**config.mk**
```make
export PLATFORM = sky130hd
export DESIGN_NAME = pc_sequencer
export DESIGN_NICKNAME = d
export VERILOG_FILES = /design/src/rtl/pc_sequencer.sv
export SDC_FILE = /design/constraint.sdc
export NUM_CORES = 1
export LEC_CHECK = 0
export CORE_MARGIN = 5
export CORE_UTILIZATION = 36
export CTS_CLUSTER_SIZE = 16
export DETAILED_ROUTE_END_ITERATION = 16
export GPL_TIMING_DRIVEN = 1
export PLACE_DENSITY = 0.75
export SLEW_MARGIN = 5
export SYNTH_ARGS = -nofsm -noshare
export SYNTH_HDL_FRONTEND = slang
export SYNTH_SLANG_ARGS = --single-unit
```
**constraint.sdc**
```tcl
create_clock -name clk -period 2.1 [get_ports clk]
set_input_delay 0.63 -clock clk [delete_from_list [all_inputs] [get_ports clk]]
set_output_delay 0.63 -clock clk [all_outputs]
set_load 0.005 [all_outputs]
```
**src/rtl/pc_sequencer.sv**
```systemverilog
// pc_sequencer: control unit that steps the 8-bit ProgramCounter of the
// two-mode timer. It fetches one instruction byte from the asynchronous
// program ROM, then issues reset/load/inc commands to the PC for execute,
// timed wait, absolute jump, conditional jump and halt.
//
// Instruction byte layout (held in ir_out):
//   [7:6] opcode : 00 EXEC, 01 WAIT, 10 JUMP, 11 HALT
//   [5]   JUMP only: 1 = conditional on zero_flag
//   [5:0] WAIT only: number of cycles spent in WAIT (0 behaves as a no-op)
// A JUMP is followed by its target byte, which is either loaded into the
// PC (taken) or stepped over (not taken).
module pc_sequencer #(
  parameter logic [7:0] START_ADDR = 8'h00,
  parameter int         WAIT_W     = 6
) (
  input  logic       clk,
  input  logic       reset,
  input  logic       start,
  input  logic [7:0] instr,
  input  logic       zero_flag,
  input  logic [7:0] pc_value,
  output logic       pc_reset,
  output logic       pc_load,
  output logic       pc_inc,
  output logic [7:0] pc_reset_val,
  output logic [7:0] pc_load_val,
  output logic       exec_en,
  output logic [7:0] ir_out,
  output logic       halted,
  output logic [2:0] state_out
);

  typedef enum logic [2:0] {
    S_IDLE      = 3'd0,
    S_FETCH     = 3'd1,
    S_DECODE    = 3'd2,
    S_WAIT      = 3'd3,
    S_FETCH_TGT = 3'd4,
    S_SKIP      = 3'd5,
    S_HALT      = 3'd6
  } state_t;

  localparam logic [1:0] OP_EXEC = 2'b00;
  localparam logic [1:0] OP_WAIT = 2'b01;
  localparam logic [1:0] OP_JUMP = 2'b10;
  localparam logic [1:0] OP_HALT = 2'b11;

  state_t            state_q, state_d;
  logic [7:0]        ir_q, ir_d;
  logic [WAIT_W-1:0] wait_q, wait_d;

  logic [1:0]        opcode;
  logic              jump_taken;

  // pc_value is exposed on the port list for observation only; it does not
  // influence sequencing because the PC itself owns the address.
  logic              unused_pc;
  assign unused_pc = ^pc_value;

  assign opcode     = ir_q[7:6];
  assign jump_taken = !ir_q[5] || zero_flag;

  // Next-state and PC command decode. Commands are decoded from the current
  // state (not registered) because the ROM is asynchronous: the byte seen on
  // instr belongs to the current PC and must be acted on in this cycle.
  always_comb begin
    state_d     = state_q;
    ir_d        = ir_q;
    wait_d      = wait_q;
    pc_reset    = 1'b0;
    pc_load     = 1'b0;
    pc_inc      = 1'b0;
    pc_load_val = 8'h00;
    exec_en     = 1'b0;
    halted      = 1'b0;

    case (state_q)
      S_IDLE: begin
        pc_reset = 1'b1;
        if (start) begin
          state_d = S_FETCH;
        end
      end

      S_FETCH: begin
        ir_d    = instr;
        state_d = S_DECODE;
      end

      S_DECODE: begin
        case (opcode)
          OP_EXEC: begin
            exec_en = 1'b1;
            pc_inc  = 1'b1;
            state_d = S_FETCH;
          end
          OP_WAIT: begin
            if (ir_q[5:0] == 6'd0) begin
              pc_inc  = 1'b1;
              state_d = S_FETCH;
            end else begin
              wait_d  = WAIT_W'(ir_q[5:0]);
              state_d = S_WAIT;
            end
          end
          OP_JUMP: begin
            // Both outcomes step onto the target byte first; the state
            // chosen here decides whether it is loaded or skipped.
            pc_inc  = 1'b1;
            state_d = jump_taken ? S_FETCH_TGT : S_SKIP;
          end
          OP_HALT: begin
            state_d = S_HALT;
          end
          default: begin
            state_d = S_IDLE;
          end
        endcase
      end

      S_WAIT: begin
        // Exit on the last counted cycle so WAIT n spends exactly n cycles
        // here; the <= also guards a zero count left by a narrow WAIT_W.
        if (wait_q <= WAIT_W'(1)) begin
          wait_d  = '0;
          pc_inc  = 1'b1;
          state_d = S_FETCH;
        end else begin
          wait_d  = wait_q - WAIT_W'(1);
        end
      end

      S_FETCH_TGT: begin
        pc_load     = 1'b1;
        pc_load_val = instr;
        state_d     = S_FETCH;
      end

      S_SKIP: begin
        pc_inc  = 1'b1;
        state_d = S_FETCH;
      end

      S_HALT: begin
        halted = 1'b1;
        if (start) begin
          state_d = S_IDLE;
        end
      end

      default: begin
        state_d = S_IDLE;
      end
    endcase
  end

  // State, instruction register and wait counter; reset aborts any
  // operation in flight, including a partly counted WAIT or a jump.
  always_ff @(posedge clk) begin
    if (!reset) begin
      state_q <= S_IDLE;
      ir_q    <= 8'h00;
      wait_q  <= '0;
    end else begin
      state_q <= state_d;
      ir_q    <= ir_d;
      wait_q  <= wait_d;
    end
  end

  assign pc_reset_val = START_ADDR;
  assign ir_out       = ir_q;
  assign state_out    = state_q;

endmodule

```
-- Word-level counts from Yosys, hierarchy flattened
Index checks and enable logic that the tools add are counted.
- flip-flop bits (word level): 17
- input bits: 20
- output and inout bits: 32
- add/subtract/negate cells: 1
- magnitude comparators: 1
- equality and inequality tests: 14
- multiplexer cells: 21
- reductions and logical operators: 10
- operator list (operator ; number):
    2-to-1 mux 6 bit ; 3
    one-hot mux 3 bit (6 select lines) ; 1
    one-hot mux 3 bit (4 select lines) ; 1
    one-hot mux 6 bit (2 select lines) ; 1
    != test 2 bit (second input constant) ; 5
    equality test 3 bit (second input constant) ; 3
    2-to-1 mux 3 bit ; 3
    2-to-1 mux 1 bit ; 8
    2-to-1 mux 8 bit ; 1
    equality test 3 x 2 -> 1 bit (second input constant) ; 2
    less-or-equal comparator 6 x 1 -> 1 bit (second input constant) ; 1
    logical NOT 6 bit ; 1
    AND reduction 3 bit ; 2
    subtractor 6 x 1 -> 6 bit (second input constant) ; 1
    equality test 2 bit (second input constant) ; 2
    OR reduction 2 bit ; 2
    equality test 3 x 1 -> 1 bit (second input constant) ; 1
    logical NOT 3 bit ; 1
    one-hot mux 1 bit (3 select lines) ; 1
    equality test 2 x 1 -> 1 bit (second input constant) ; 1
    logical NOT 2 bit ; 1
    2-to-1 mux 2 bit ; 1
    one-hot mux 1 bit (2 select lines) ; 1
    nonzero test 2 bit ; 1
    other kinds (2) ; 2

-- Longest topological paths before layout
Gate-level depths: netlist of run 1.
- word-level depth: 5
- gate-level depth with buffers: 7
- gate-level depth less buffers: 6

-- Least setup slack after synthesis of run 1
OpenSTA, ideal clock, no wires.
- path kind: reg2out
- start point: reg wait_q[2]
- end point: out pc_inc
- data arrival time: 1490 ps
- slack: -20 ps
- stages on the path, launching flop included: 6
- cells stage by stage: dfxtp_1 or3_1 or3_1 buf_2 a21o_1 o22ai_2
- cells in the longest elaborated chain, start to end: 3
- ends and longest elaborated chain (what ; line ; RTL):
    start, declared ; 50 ; logic [WAIT_W-1:0] wait_q, wait_d;
    start signal, assigned ; 167 ; wait_q <= wait_d;
    less-or-equal comparator 6 x 1 -> 1 bit ; 124 ; if (wait_q <= WAIT_W'(1)) begin
    2-to-1 mux 1 bit ; 124 ;
    one-hot mux 1 bit (3 select lines) ; 77 ; case (state_q)
    end, declared ; 24 ; output logic pc_inc,
Every way passes these cells.

-- Worst setup path in the final report of run 1
Ends and elaborated chain as after synthesis.

==> out/results.ini, run 1 <==
[sta]
rsz0062_at_grt=true
hold_viol=0
period_minus_slack_ns=2.41
fin_worst_skew_ns=0.00422
fmax_mhz=416
setup_viol=1
setup-tns-final_ns=-0.306
final_max_slew_viol_count=0
setup_slack_ns=-0.306
min_period_over_period_pct=115

[clocking]
path_clk_slew_ns=0.10
cts_tree=yes
htreeDepth=1
clock_sinks=17
cts-buffers-inserted=3
postCtsHoldBufs=0
clockRootBuffer=clkbuf_4
clockBufferDepth=2
clock_latency_ns=0.29

[synthesis]
syn_inst=128
syn_area_per_cell_um2=8.31
synth.top_cell.area_share_pct=32.0
ys_async_sr_fraction_pct=0
ys_ff_latch=17
synthAdderAreaFrac_pct=2.35
synth-compound-area-share_pct=19.8
ys.warnings.count=0
synth_edf_count=0
synthesis.area_um2=1060
synth-xor-area-share_pct=2.47
synth-seq-area-share_pct=32.0
synth.top_cells.by_area=dfxtp_1 32%, mux2i_1 7.5%, nor2_1 6.0%
netlist_top_cells_count=17 x dfxtp_1, 17 x nor2_1, 8 x and2_1, 8 x buf_4, 8 x mux2i_1
synth_top_area_cell=dfxtp_1
muxShareOfSynthArea_pct=7.53
synth_top_family_by_area=simple AND/OR/NAND/NOR gates
yosys.cell_types.count=36
ys.flop_type=dfxtp_1
yosys.area_share.simple_pct=24.9

[critical_path]
timing.rr.start=wait_q[2]$_SDFFE_PN0P_
critPathBufInv=1
cpLargestDelayFamily=simple AND/OR/NAND/NOR gates
critPathLaunchType=flip-flop
slowest_delay_ns=0.38
cp_cell_sequence=or3_4 > or3_4 > a21o_1 > o22ai_2 > buf_2
worstSetupEndpointType=output port
cpMostUsedCell=or3_4
critPathKind=flip-flop to output port
crit_path_max_fanout=2
required_ns=1.47
cp_slowest_cell=or3_4
startpoint=wait_q[2]$_SDFFE_PN0P_
worstPathArrival_ns=1.78

[layout]
final_nets=213
n_antenna_cell=0
area_growth_pct=56.9
layout.cells.non_filler=221
drive_above_1_share_pct=31.1

[drt]
wl_mm=3.06
drt_first_iter_violations=35
ant_nets=0
dr.pass1.iters=4
wl_per_cell_um=13.8
vias_per_cell=5.10
vias=1126
drc=0

[power_and_ir_drop]
vdd_ir_drop_max_mv=0.300
p_leak_nw=0.759
p_per_area_nw_per_um2=517

[run_status]
status=complete, but fails checks
violations=setup timing

[grt]
antenna_found_initial=0
grt_max_degree=14
grt_pass1_wl_mm=5.00
gr-total-overflow=0
grt_pass1_vias=1135
grt_use_total_pct=15.0

[placement]
portBuffers=35
dp_hpwl_mm=2.30
dp_slack_ns=-0.452
gp_congestion=0.815
numPlacedInstances=215

[min_path]
hp-class=flip-flop to flip-flop
worstHoldStart=ir_out[2]$_SDFFE_PN0N_

[die]
start_util_pct=37.9
die_x_um=64.4
std_cell_rows=19
dieArea_um2=4140
core_area_um2=2810
die_y_um=64.4
ios=52

[run]
drv_cap=0

-- power by group --
group	internal [mW]	switching [mW]	total, mW
sequential	0.345	0.0158	0.361
clock	0.0738	0.101	0.174
combinational	0.183	0.144	0.327
total	0.602	0.260	0.863
-- routing by layer --
metal  track usage, %  wire length (µm)
met1             18.0              1320
met2             24.4              1400
met3             6.65               306
met4             4.22                32
met5                0                 0
-- worst register-to-register path: stages, from the launching register on --
cell and delay [ns]:
dfxtp_2 0.33, or3_4 0.38, or3_4 0.34, buf_4 0.16, o21ai_0 0.28, a211oi_1 0.09
-- path summary, 6_finish.rpt --
check        slack, ns                     end  depth (start not counted)
max              -0.31                  pc_inc                          5
min               0.60  ir_out[2]$_SDFFE_PN0N_                          3
max reg2reg       0.39  wait_q[4]$_SDFFE_PN0P_                          5
min reg2reg       0.60  ir_out[2]$_SDFFE_PN0N_                          3
-- placed cells by master, fill, tap and decap left out, types with 5 or more instances in the layout --
master	netlist	routed
a21oi_1	5	5
and2_1	8	7
buf_2	3	7
buf_4	8	28
clkdlybuf4s50_1	0	22
conb_1	1	8
dfxtp_1	17	13
inv_1	7	6
mux2i_1	8	8
nor2_1	17	17
nor3_1	6	5
-- repair_timing --
| item | CTS | global route |
|---|---|---|
| setup buffers | 3 | 0 |
| pin swaps | 4 | 2 |
| gates resized for setup | 39 | 21 |
| setup endpoints to repair | 13 | 7 |
-- state kept, by name, indices dropped and copies added, names as in the netlist --
name,cells
wait_q,6
state_out,3
ir_out,8
-- kinds of logic (layout without fill, tap and decap cells) --
kind of cell,count (synthesis),in the layout
compound gates,27,27
xor+xnor,3,3
fa+ha+maj,2,2
buf+inv,21,76
flops,17,17
mux,8,8
other cells,1,8
simple gates,49,49
-- layout make-up --
type                    count  area, µm²
well taps                  31       38.8
clock buffers               4       26.3
flip-flops and latches     17        348
inverters                   7       26.3
repair buffers             65        548
fillers                   247       1140
multi-input cells          97        682
-- per-stage QoR --
| step | area (µm²) | util [%] | total power [mW] | hold WS (ns) |
|---|---|---|---|---|
| 2_1_floorplan | 1090 | - | 0.525 | 0.498 |
| 3_3_place_gp | 1600 | 57.1 | 0.660 | 0.571 |
| 3_5_place_dp | 1600 | 57.1 | 0.667 | 0.564 |
| 4_1_cts | 1640 | 58.4 | 0.854 | 0.608 |
| 5_1_grt | 1670 | 59.5 | 0.920 | 0.628 |
| 6_report | 1670 | 59.5 | 0.863 | 0.599 |
Power figures use the tool's default switching activity.
==> run 2: changes to the inputs <==
--- a/config.mk
+++ b/config.mk
@@ -11,7 +11,7 @@
 export DETAILED_ROUTE_END_ITERATION = 16
 export GPL_TIMING_DRIVEN = 1
 export PLACE_DENSITY = 0.75
-export SLEW_MARGIN = 5
+export SLEW_MARGIN = 10
 export SYNTH_ARGS = -nofsm -noshare
 export SYNTH_HDL_FRONTEND = slang
 export SYNTH_SLANG_ARGS = --single-unit
==> results of run 2 <==
No change in the layout: final DEF, timing and power equal those of run 1.
==> run 3: changes to the inputs <==
--- a/config.mk
+++ b/config.mk
@@ -11,6 +11,7 @@
 export DETAILED_ROUTE_END_ITERATION = 16
 export GPL_TIMING_DRIVEN = 1
 export PLACE_DENSITY = 0.75
+export SKIP_LAST_GASP = 1
 export SLEW_MARGIN = 10
 export SYNTH_ARGS = -nofsm -noshare
 export SYNTH_HDL_FRONTEND = slang
==> run 3 against run 2 <==
- the flow still finishes with violations (setup timing)
- die area unchanged
- routed wire length down 0.46%
- highest routed layer unchanged
- final area up 1.3%
- via count up 0.18%
- maximum frequency up 0.10%
- global-route usage about the same
- critical path depth unchanged
- critical path type unchanged
- hold slack about the same
==> out/results.ini, run 3 (synthesized netlist as in run 1, its figures left out) <==
[run_status]
status=complete, but fails checks
violations=setup timing

[sta]
setup_viol=1  ; unchanged
fmax_mhz=416  ; +0.10%
rsz0062_at_grt=true
period_minus_slack_ns=2.40  ; -0.00244 ns
fin_worst_skew_ns=0.00442  ; +0.000206 ns
hold_ws_ns=0.599  ; -0.000151 ns
setup-tns-final_ns=-0.303  ; +0.00244 ns
final_max_slew_viol_count=0  ; unchanged
min_period_over_period_pct=114  ; -0.12 points
hold_viol=0  ; unchanged
setup_slack_ns=-0.303  ; +0.00244 ns

[min_path]
hp-class=flip-flop to flip-flop
worstHoldStart=ir_out[2]$_SDFFE_PN0N_
hold-path-endpoint=ir_out[2]$_SDFFE_PN0N_
whs_path_depth=3  ; unchanged

[critical_path]
required_ns=1.47  ; about the same
cp_cell_sequence=or3_4 > or3_4 > a21o_1 > o22ai_2 > buf_2
worstPathArrival_ns=1.77  ; about the same
crit_path_max_fanout=2  ; unchanged
cpLargestDelayFamily=simple AND/OR/NAND/NOR gates
worstSetupEndpointType=output port
crit_cells=5  ; unchanged
critPathKind=flip-flop to output port
cp_slowest_cell=or3_4
cpMostUsedCell=or3_4
r2r_cells=5  ; unchanged
critPathBufInv=1  ; unchanged
critPathLaunchType=flip-flop
worstReg2RegEnd=wait_q[4]$_SDFFE_PN0P_
slowest_delay_ns=0.38  ; about the same
timing.rr.start=wait_q[2]$_SDFFE_PN0P_
r2r_slack_ns=0.41  ; +0.02 ns

[grt]
gr-total-overflow=0  ; unchanged
antenna_found_initial=0  ; unchanged
grt_max_degree=14  ; unchanged
grt_pass1_wl_mm=5.03  ; +0.56%
grt_use_total_pct=15.1  ; +0.036 points
grt_pass1_vias=1149  ; +1.2%

[die]
core_area_um2=2810  ; unchanged
ios=52  ; unchanged
std_cell_rows=19  ; unchanged
dieArea_um2=4140  ; unchanged
die_x_um=64.4  ; unchanged
start_util_pct=37.9  ; unchanged
die_y_um=64.4  ; unchanged

[layout]
regArea_um2=348  ; unchanged
layout_commonest_cell=buf_4
final_nets=215  ; +0.94%
n_antenna_cell=0  ; unchanged
multi_input_area_um2=684  ; +0.37%
drive_above_1_share_pct=31.8  ; +0.72 points
fin_util_pct=60.3  ; +0.80 points
largest_register_ff_count=8  ; unchanged
area_growth_pct=59.1
nFillCells=247  ; unchanged
most-common-layout-cells=30 x buf_4, 22 x clkdlybuf4s50_1, 17 x nor2_1

[drt]
drt_first_iter_violations=37  ; +5.7%
ant_nets=0  ; unchanged
dr.pass1.iters=4  ; unchanged
wl_per_cell_um=13.6  ; -1.4%
drc=0  ; unchanged
vias_per_cell=5.06  ; -0.72%
vias=1128  ; +0.18%
wl_mm=3.04  ; -0.46%

[placement]
dp_hpwl_mm=2.30  ; unchanged
gp_congestion=0.815  ; unchanged
portBuffers=35  ; unchanged

[run]
drv_cap=0  ; unchanged

[power_and_ir_drop]
p_leak_nw=0.766  ; +0.98%
vdd_ir_drop_max_mv=0.281  ; -6.3%
p_per_area_nw_per_um2=509  ; -1.5%

[clocking]
htreeDepth=1  ; unchanged
cts-buffers-inserted=3  ; unchanged
clockBufferDepth=2  ; unchanged
path_clk_slew_ns=0.10  ; about the same
postCtsHoldBufs=0  ; unchanged
clock_latency_ns=0.29  ; about the same
cts_tree=yes
clockRootBuffer=clkbuf_4
clock_sinks=17  ; unchanged

==> run 3: final cells by class <==
type | count | area share (%)
Timing Repair Buffer | 67 | 33.6
Sequential cell | 17 | 20.6
Inverter | 7 | 1.55
Clock buffer | 4 | 1.55
Tap cell | 31 | 2.29
Multi-Input combinational cell | 97 | 40.5
==> run 3: worst max-delay path by stage <==
stage / slack (ns) / from / to
2_1_floorplan: 0.003 / wait_q[4]$_SDFFE_PN0P_ / pc_inc
3_3_place_gp: -0.42 / wait_q[4]$_SDFFE_PN0P_ / pc_inc
3_5_place_dp: -0.45 / wait_q[4]$_SDFFE_PN0P_ / pc_inc
4_1_cts: -0.32 / wait_q[2]$_SDFFE_PN0P_ / pc_inc
5_1_grt: -0.39 / wait_q[2]$_SDFFE_PN0P_ / pc_inc
6_report: -0.30 / wait_q[2]$_SDFFE_PN0P_ / pc_inc
==> run 3: routing by layer <==
| layer | track usage, % | up-vias | wire length [µm] |
|---|---|---|---|
| met4 | 4.22 | 0 | 32 |
| li1 | - | 572 | - |
| met1 | 18.4 | 507 | 1320 |
| met3 | 6.65 | 4 | 293 |
| met2 | 24.1 | 45 | 1390 |
| met5 | 0 | - | 0 |
==> run 3: where the power goes <==
part | internal (mW) | switching, mW
clock network | 0.0738 | 0.0996
logic | 0.183 | 0.143
registers | 0.345 | 0.0157
total | 0.603 | 0.259
==> run 3: metrics by stage <==
stage,power (mW),area (µm²),worst slack (ns),cells
2_1_floorplan,0.525,1090,0.00301,135
3_3_place_gp,0.660,1600,-0.420,215
3_5_place_dp,0.667,1600,-0.452,215
4_1_cts,0.854,1660,-0.324,222
5_1_grt,0.920,1690,-0.385,223
6_report,0.861,1690,-0.303,223
==> run 3: tightest hold or removal path: stages, from the launching register on <==
cell     delay (ns)
dfxtp_1        0.33
buf_4          0.11
mux2i_1        0.06
nor2_1         0.07
==> run 3: repair_timing <==
item                                   4_1_cts  5_1_grt
resized for setup                           21       33
endpoints found under the hold margin        0        0
pin swaps                                    3        2
buffers inserted                             3        1
setup endpoints to repair                   13       11
